$ cat src/rtl/mult_seq_core.sv
// mult_seq_core
// Control and register datapath of the 8x8 signed shift-add multiplier.
// The X/A/B registers, the 3-bit bit counter and the IDLE/ADD/SHIFT/DONE
// controller live here. The 9-bit add/subtract stage sits outside the block:
// this block drives its operands (AddA, AddB) and its function (Fn), and
// takes its result back on Sum.
//
// When the product is complete, {A,B} holds the 16-bit signed product and
// X holds its sign extension.
//
// Build option:
//   MULT_SKIP_ADD_EN
//     When this macro is defined, the controller skips the ADD state for
//     every multiplier bit that is 0. The multiply then takes
//     8 + popcount(B) cycles instead of a fixed 16. The result is the same
//     in both builds.
module mult_seq_core (
  input  logic       Clk,
  input  logic       Reset,
  input  logic       Run,
  input  logic       ClearA_LoadB,
  input  logic [7:0] Sw,
  input  logic [8:0] Sum,
  output logic [7:0] AddA,
  output logic [7:0] AddB,
  output logic       Fn,
  output logic [7:0] Aval,
  output logic [7:0] Bval,
  output logic       Xval,
  output logic       Done
);

  localparam int DATA_W = 8;

  typedef enum logic [1:0] {
    IDLE  = 2'd0,
    ADD   = 2'd1,
    SHIFT = 2'd2,
    DONE  = 2'd3
  } state_t;

  state_t                    state;
  logic [2:0]                cnt;
  logic                      x_r;
  logic signed [DATA_W-1:0]  a_r;
  logic signed [DATA_W-1:0]  b_r;
  logic                      done_r;

  // Controller and X/A/B registers. The whole datapath is cleared by the
  // asynchronous reset, so a multiply that is aborted part-way leaves no
  // stale partial product behind.
  always_ff @(posedge Clk or posedge Reset) begin
    if (Reset) begin
      state  <= IDLE;
      cnt    <= 3'd0;
      x_r    <= 1'b0;
      a_r    <= '0;
      b_r    <= '0;
      done_r <= 1'b0;
    end else begin
      case (state)
        IDLE: begin
          // Loading B takes precedence over starting a multiply.
          if (ClearA_LoadB) begin
            x_r <= 1'b0;
            a_r <= '0;
            b_r <= Sw;
          end else if (Run) begin
            x_r <= 1'b0;
            a_r <= '0;
            cnt <= 3'd0;
`ifdef MULT_SKIP_ADD_EN
            // Skip the ADD state when the first multiplier bit is 0.
            state <= b_r[0] ? ADD : SHIFT;
`else
            state <= ADD;
`endif
          end
        end

        ADD: begin
          // Accumulate a partial product only when the current multiplier
          // bit is 1. On the last bit (cnt==7) the external adder
          // subtracts, which gives the negative weight of the sign bit.
          if (b_r[0]) begin
            x_r <= Sum[8];
            a_r <= Sum[7:0];
          end
          state <= SHIFT;
        end

        SHIFT: begin
          // Arithmetic right shift of {X,A,B}. X is the sign bit and
          // therefore holds its value.
          a_r <= {x_r, a_r[DATA_W-1:1]};
          b_r <= {a_r[0], b_r[DATA_W-1:1]};
          cnt <= cnt + 3'd1;
          if (cnt == 3'd7) begin
            state  <= DONE;
            done_r <= 1'b1;
          end else begin
`ifdef MULT_SKIP_ADD_EN
            // b_r[1] is the bit that will sit in B[0] after this shift.
            state <= b_r[1] ? ADD : SHIFT;
`else
            state <= ADD;
`endif
          end
        end

        DONE: begin
          // Leave DONE only after Run falls. Run must then rise again to
          // start the next multiply.
          if (!Run) begin
            state  <= IDLE;
            done_r <= 1'b0;
          end
        end

        default: begin
          state  <= IDLE;
          done_r <= 1'b0;
        end
      endcase
    end
  end

  // Adder interface. The subtract function covers the sign-bit partial
  // product, and the bit counter reaches 7 only while that bit is handled.
  always_comb begin
    AddA = a_r;
    AddB = Sw;
    Fn   = (cnt == 3'd7);
  end

  // Register taps for the display drivers.
  always_comb begin
    Aval = a_r;
    Bval = b_r;
    Xval = x_r;
    Done = done_r;
  end

endmodule

$ cat config.mk
export PLATFORM = sky130hd
export DESIGN_NAME = mult_seq_core
export DESIGN_NICKNAME = d
export VERILOG_FILES = /design/src/rtl/mult_seq_core.sv
export SDC_FILE = /design/constraint.sdc
export NUM_CORES = 1
export LEC_CHECK = 0
export ABC_AREA = 1
export ABC_CLOCK_PERIOD_IN_PS = 1600
export CAP_MARGIN = 15
export CELL_PAD_IN_SITES_DETAIL_PLACEMENT = 0
export CELL_PAD_IN_SITES_GLOBAL_PLACEMENT = 1
export CORE_ASPECT_RATIO = 0.75
export CORE_UTILIZATION = 31
export DETAILED_ROUTE_END_ITERATION = 10
export HOLD_SLACK_MARGIN = 0.05
export PLACE_DENSITY_LB_ADDON = 0.1
export REMOVE_ABC_BUFFERS = 1
export SLEW_MARGIN = 0
export SYNTH_ARGS = -nofsm -noshare
export SYNTH_HDL_FRONTEND = slang
export SYNTH_SLANG_ARGS = --single-unit
$ cat constraint.sdc
create_clock -name Clk -period 1.6 [get_ports Clk]
set_input_delay 0.48 -clock Clk [delete_from_list [all_inputs] [get_ports Clk]]
set_output_delay 0.48 -clock Clk [all_outputs]
set_load 0.05 [all_outputs]
### Yosys cells after proc, flatten, opt, wreduce, memory -nomap -nowiden

Index checks and enable logic that the tools add are counted.

* logic and storage cells: 50
* flip-flop bits (word level): 23
* bits of input ports: 21
* output and inout port bits: 35

* mux-type cells: 21
* $add $sub $neg: 1
* eq/ne operators: 11
* reductions and logical operators: 11

Operators by type and width (count)
* $mux W8: 4
* $pmux W8 S3: 1
* $pmux W8 S2: 1
* $reduce_and A3 Y1: 5
* $ne A2 B2 Y1 const B: 6
* $mux W2: 4
* $pmux W2 S4: 1
* $mux W3: 2
* $pmux W3 S2: 1
* $reduce_bool A2 Y1: 3
* $mux W1: 5
* $eq A2 B2 Y1 const B: 2
* $pmux W1 S2: 2
* $add A3 B1 Y3 const B: 1
* $eq A3 B3 Y1 const B: 1
* $ne A3 B3 Y1 const B: 1
* $reduce_bool A3 Y1: 1
* $eq A2 B1 Y1 const B: 1
* $logic_not A2 Y1: 1
* $reduce_and A2 Y1: 1

### Longest topological paths before layout

* depth in word-level cells: 3
* mapped depth: 8
* mapped depth without buffers: 7

### Least setup slack after synthesis

No wires, ideal clock.

* path kind: reg2out
* start point: reg cnt[0]
* end point: out Fn
* path buffers: 0
* data required time: 1120 ps
* arrival: 961 ps
* slack: 159 ps
* stages on the path, launching flop included: 3
* cell sequence: dfrtp_1 > ha_1 > ha_1

* longest elaborated chain between the ends: 1

RTL lines
* start, declared: line 43 `logic [2:0] cnt;`
* start signal, assigned: line 97 `cnt <= cnt + 3'd1;`
* $eq A3 B3 Y1: line 133 `Fn = (cnt == 3'd7);`
* end, declared: line 26 `output logic Fn,`

Every way passes these cells.

### Final worst setup path

Same ends and word-level chain as after synthesis.

==> results.sh <==
export IMPL_io_buffers=55
export IMPL_antenna_found_initial=0
export IMPL_die_area_um2=5250
export IMPL_gp_congestion=0.723
export IMPL_async_flop_share=1.00
export IMPL_die_h_um=63.0
export IMPL_final_common_cell="nand2_1"
export IMPL_synthTopCellsByArea="dfrtp_1 37%, nand2_1 18%, buf_4 8.3%, ha_1 8.1%, inv_1 5.1%"
export IMPL_reg2reg_to="Bval[2]"
export IMPL_seqPwrFrac=0.224
export IMPL_max_slew_margin=0.774
export IMPL_setup_viol=1
export IMPL_layout_common_cells="75 x nand2_1, 35 x buf_12, 23 x dfrtp_1"
export IMPL_final_max_slew_viol_count=0
export IMPL_max_freq_mhz=611
export IMPL_clkPwrFrac=0.066
export IMPL_setup_ws_ns=-0.0373
export IMPL_worst_slew_pin_slew_ns=0.340
export IMPL_maxCapViolCount=0
export IMPL_swShare=0.499
export IMPL_synthMuxAreaShare=0
export IMPL_power_density_nw_per_um2=2120
export IMPL_combPwrFrac=0.710
export IMPL_num_vias=1322
export IMPL_placementRows=21
export IMPL_final_cell_area_um2=2530
export IMPL_area_delta_synth_final_pct=64.1
export IMPL_violations="negative setup slack"
export IMPL_synthXorXnorAreaFrac=0
export IMPL_crit_slowest_cell="dfrtp_1"
export IMPL_numCtsBuffers=3
export IMPL_synth_top_family_by_area="simple AND/OR/NAND/NOR gates"
export IMPL_gr_total_overflow=0
export IMPL_worst_path_buf_inv=1
export IMPL_synthesis_area_um2=1540
export IMPL_reg2reg_slack_ns=0.13
export IMPL_via_per_inst=4.22
export IMPL_synth_edf_count=0
export IMPL_postLayoutCoreUtil=0.546
export IMPL_final_setup_tns_ns=-0.0373
export IMPL_grt_pass1_vias=1176
export IMPL_ys_seq_area_frac=0.374
export IMPL_grt_usage=0.128
export IMPL_dpl_hpwl_mm=2.61
export IMPL_synth_flop_cell="dfrtp_1"
export IMPL_avgSynthCellArea_um2=7.69
export IMPL_clkLatencyLatePin_ns=0.26
export IMPL_wl_per_cell_um=10.7
export IMPL_rsz0062_at_grt="yes"
export IMPL_synth_top_area_share=0.374
export IMPL_core_area_um2=4620
export IMPL_finalHoldViolations=0
export IMPL_min_period_over_period=1.02
export IMPL_r2r_start="state[0]"
export IMPL_dpl_instance_area_um2=2440
export IMPL_finalPower_mw=5.35
export IMPL_period_needed_ns=1.64
export IMPL_start_kind="flip-flop"
export IMPL_die_w_um=83.4
export IMPL_cp_cell_sequence="ha_2 > ha_4 > buf_12"
export IMPL_h_tree_depth=1
export IMPL_synth_compound_area_frac=0.136
export IMPL_cp_data_arrival_time_ns=1.16
export IMPL_cp_max_fo=2
export IMPL_start_util=0.333
export IMPL_synth_seq_cells=23
export IMPL_synthSimpleGateAreaFrac=0.245
export IMPL_worstSetupEndpoint="Fn"
export IMPL_criticalPathCategory="reg2out"
export IMPL_grt_max_degree=17
export IMPL_fin_skew_ns=0.00175
export IMPL_crit_family="flip-flops"
export IMPL_p_leak_nw=1.22
export IMPL_hp_class="in2async"
export IMPL_synth_cell_types=19
export IMPL_first_pass_iters=4
export IMPL_clock_path_buffers=2
export IMPL_final_net_count=288
export IMPL_yosysWarnings=0
export IMPL_intPower_mw=2.68
export IMPL_cp_required_ns=1.12
export IMPL_drt_iter0_markers=38
export IMPL_wl_mm=3.34
export IMPL_num_io_pins=56
export IMPL_grt_pass1_wl_mm=5.44
export IMPL_cts_tree="yes"
export IMPL_drc_errors=0
export IMPL_status="finished, violations left"
export IMPL_crit_start="cnt[0]"
export IMPL_antennaDiodeCount=0
export IMPL_drive_above_1_share=0.301
export IMPL_syn_inst=200
export IMPL_postRouteAntennaNets=0
export IMPL_ir_drop_mv=1.26
export IMPL_reg2reg_depth=6
export IMPL_path_depth=3
export IMPL_cp_slowest_stage_delay_ns=0.39
export IMPL_cts_hold_buf=0
export IMPL_critPathCaptureType="output pin"
export IMPL_power_switching_mw=2.67
export IMPL_clkSinkCount=23
export IMPL_cts_root_buf="clkbuf_8"
export IMPL_clk_pin_slew_ns=0.08
export IMPL_synthAdderAreaFrac=0.0813
export IMPL_synth_top_area_cell="dfrtp_1"
-- repair_timing --
item / CTS / global route
pin swaps: 2 / 2
resized for setup: 11 / 1
hold endpoints to repair: 0 / 0
setup buffers: 2 / 2
setup endpoints to repair: 9 / 2
-- synthesized netlist by cell type, types with 2 or more instances --
master / instances
buf_8: 2
nand2_2: 2
a21oi_2: 6
ha_1: 10
o21ai_1: 6
nand3_1: 3
o21ai_2: 7
a21oi_1: 9
inv_1: 21
dfrtp_1: 23
buf_4: 17
nand2_1: 75
nor2_1: 10
o21ai_0: 4
-- metal layers --
layer  vias up  share of wire  track usage
met2        34           0.42        0.197
met1       568           0.52        0.176
met3         2          0.054       0.0396
li1        718              -            -
met4         0         0.0057       0.0259
met5         -              0            0
-- area by class of cell --
cell class              instances  area, um2
clock inverters                 1       5.00
fillers                       430       2100
clock buffers                   3       41.3
well taps                      57       71.3
repair buffers                 73       1030
inverters                      21       78.8
multi-input cells             135        728
flip-flops and latches         23        576
-- kinds of logic after synthesis --
kind of cell             count (synthesis)
adder cells (fa/ha/maj)                 10
flip-flops                              23
AO/OA/AOI/OAI                           32
buffers and inverters                   42
AND/OR/NAND/NOR                         93
-- sequential cells by signal (all words and copies together), names as in the netlist --
signal,count
AddA,8
Bval,8
Done,1
Xval,1
cnt,3
state,2
-- worst register-to-register path: cells and delay by family (launching register included) --
kind,cells,cell delay [ns]
adders and majority gates,1,0.27
AOI/OAI and AO/OA,2,0.19
and+or+nand+nor,1,0.08
DFF,1,0.42
buffers and inverters,2,0.41
-- power by group through the flow --
stage	clock, mW	sequential [mW]	combinational, mW
2_1_floorplan	0	2.06	1.06
3_3_place_gp	0	1.21	3.81
3_5_place_dp	0	1.21	3.80
4_1_cts	0.379	1.20	3.82
5_1_grt	0.398	1.24	4.05
6_report	0.355	1.20	3.80
-- worst min-delay path by stage --
stage	endpoint	from	slack [ns]	cells after the start
after floorplan	cnt[1]	cnt[1]	0.46	2
after global placement	cnt[1]	cnt[1]	0.48	2
after detailed placement	cnt[2]	cnt[2]	0.49	2
after CTS	Bval[5]	Reset	0.50	3
after global routing	Bval[4]	Reset	0.52	3
final	Bval[4]	Reset	0.51	3
-- stage by stage --
stage | hold WS [ns] | setup WS, ns | std cells
floorplan | 0.463 | -0.308 | 179
global placement | 0.479 | -0.0570 | 305
detailed placement | 0.491 | -0.0853 | 305
CTS | 0.504 | -0.0499 | 311
global route | 0.524 | -0.0729 | 313
finish | 0.507 | -0.0373 | 313
(Power assumes the default switching activity.)
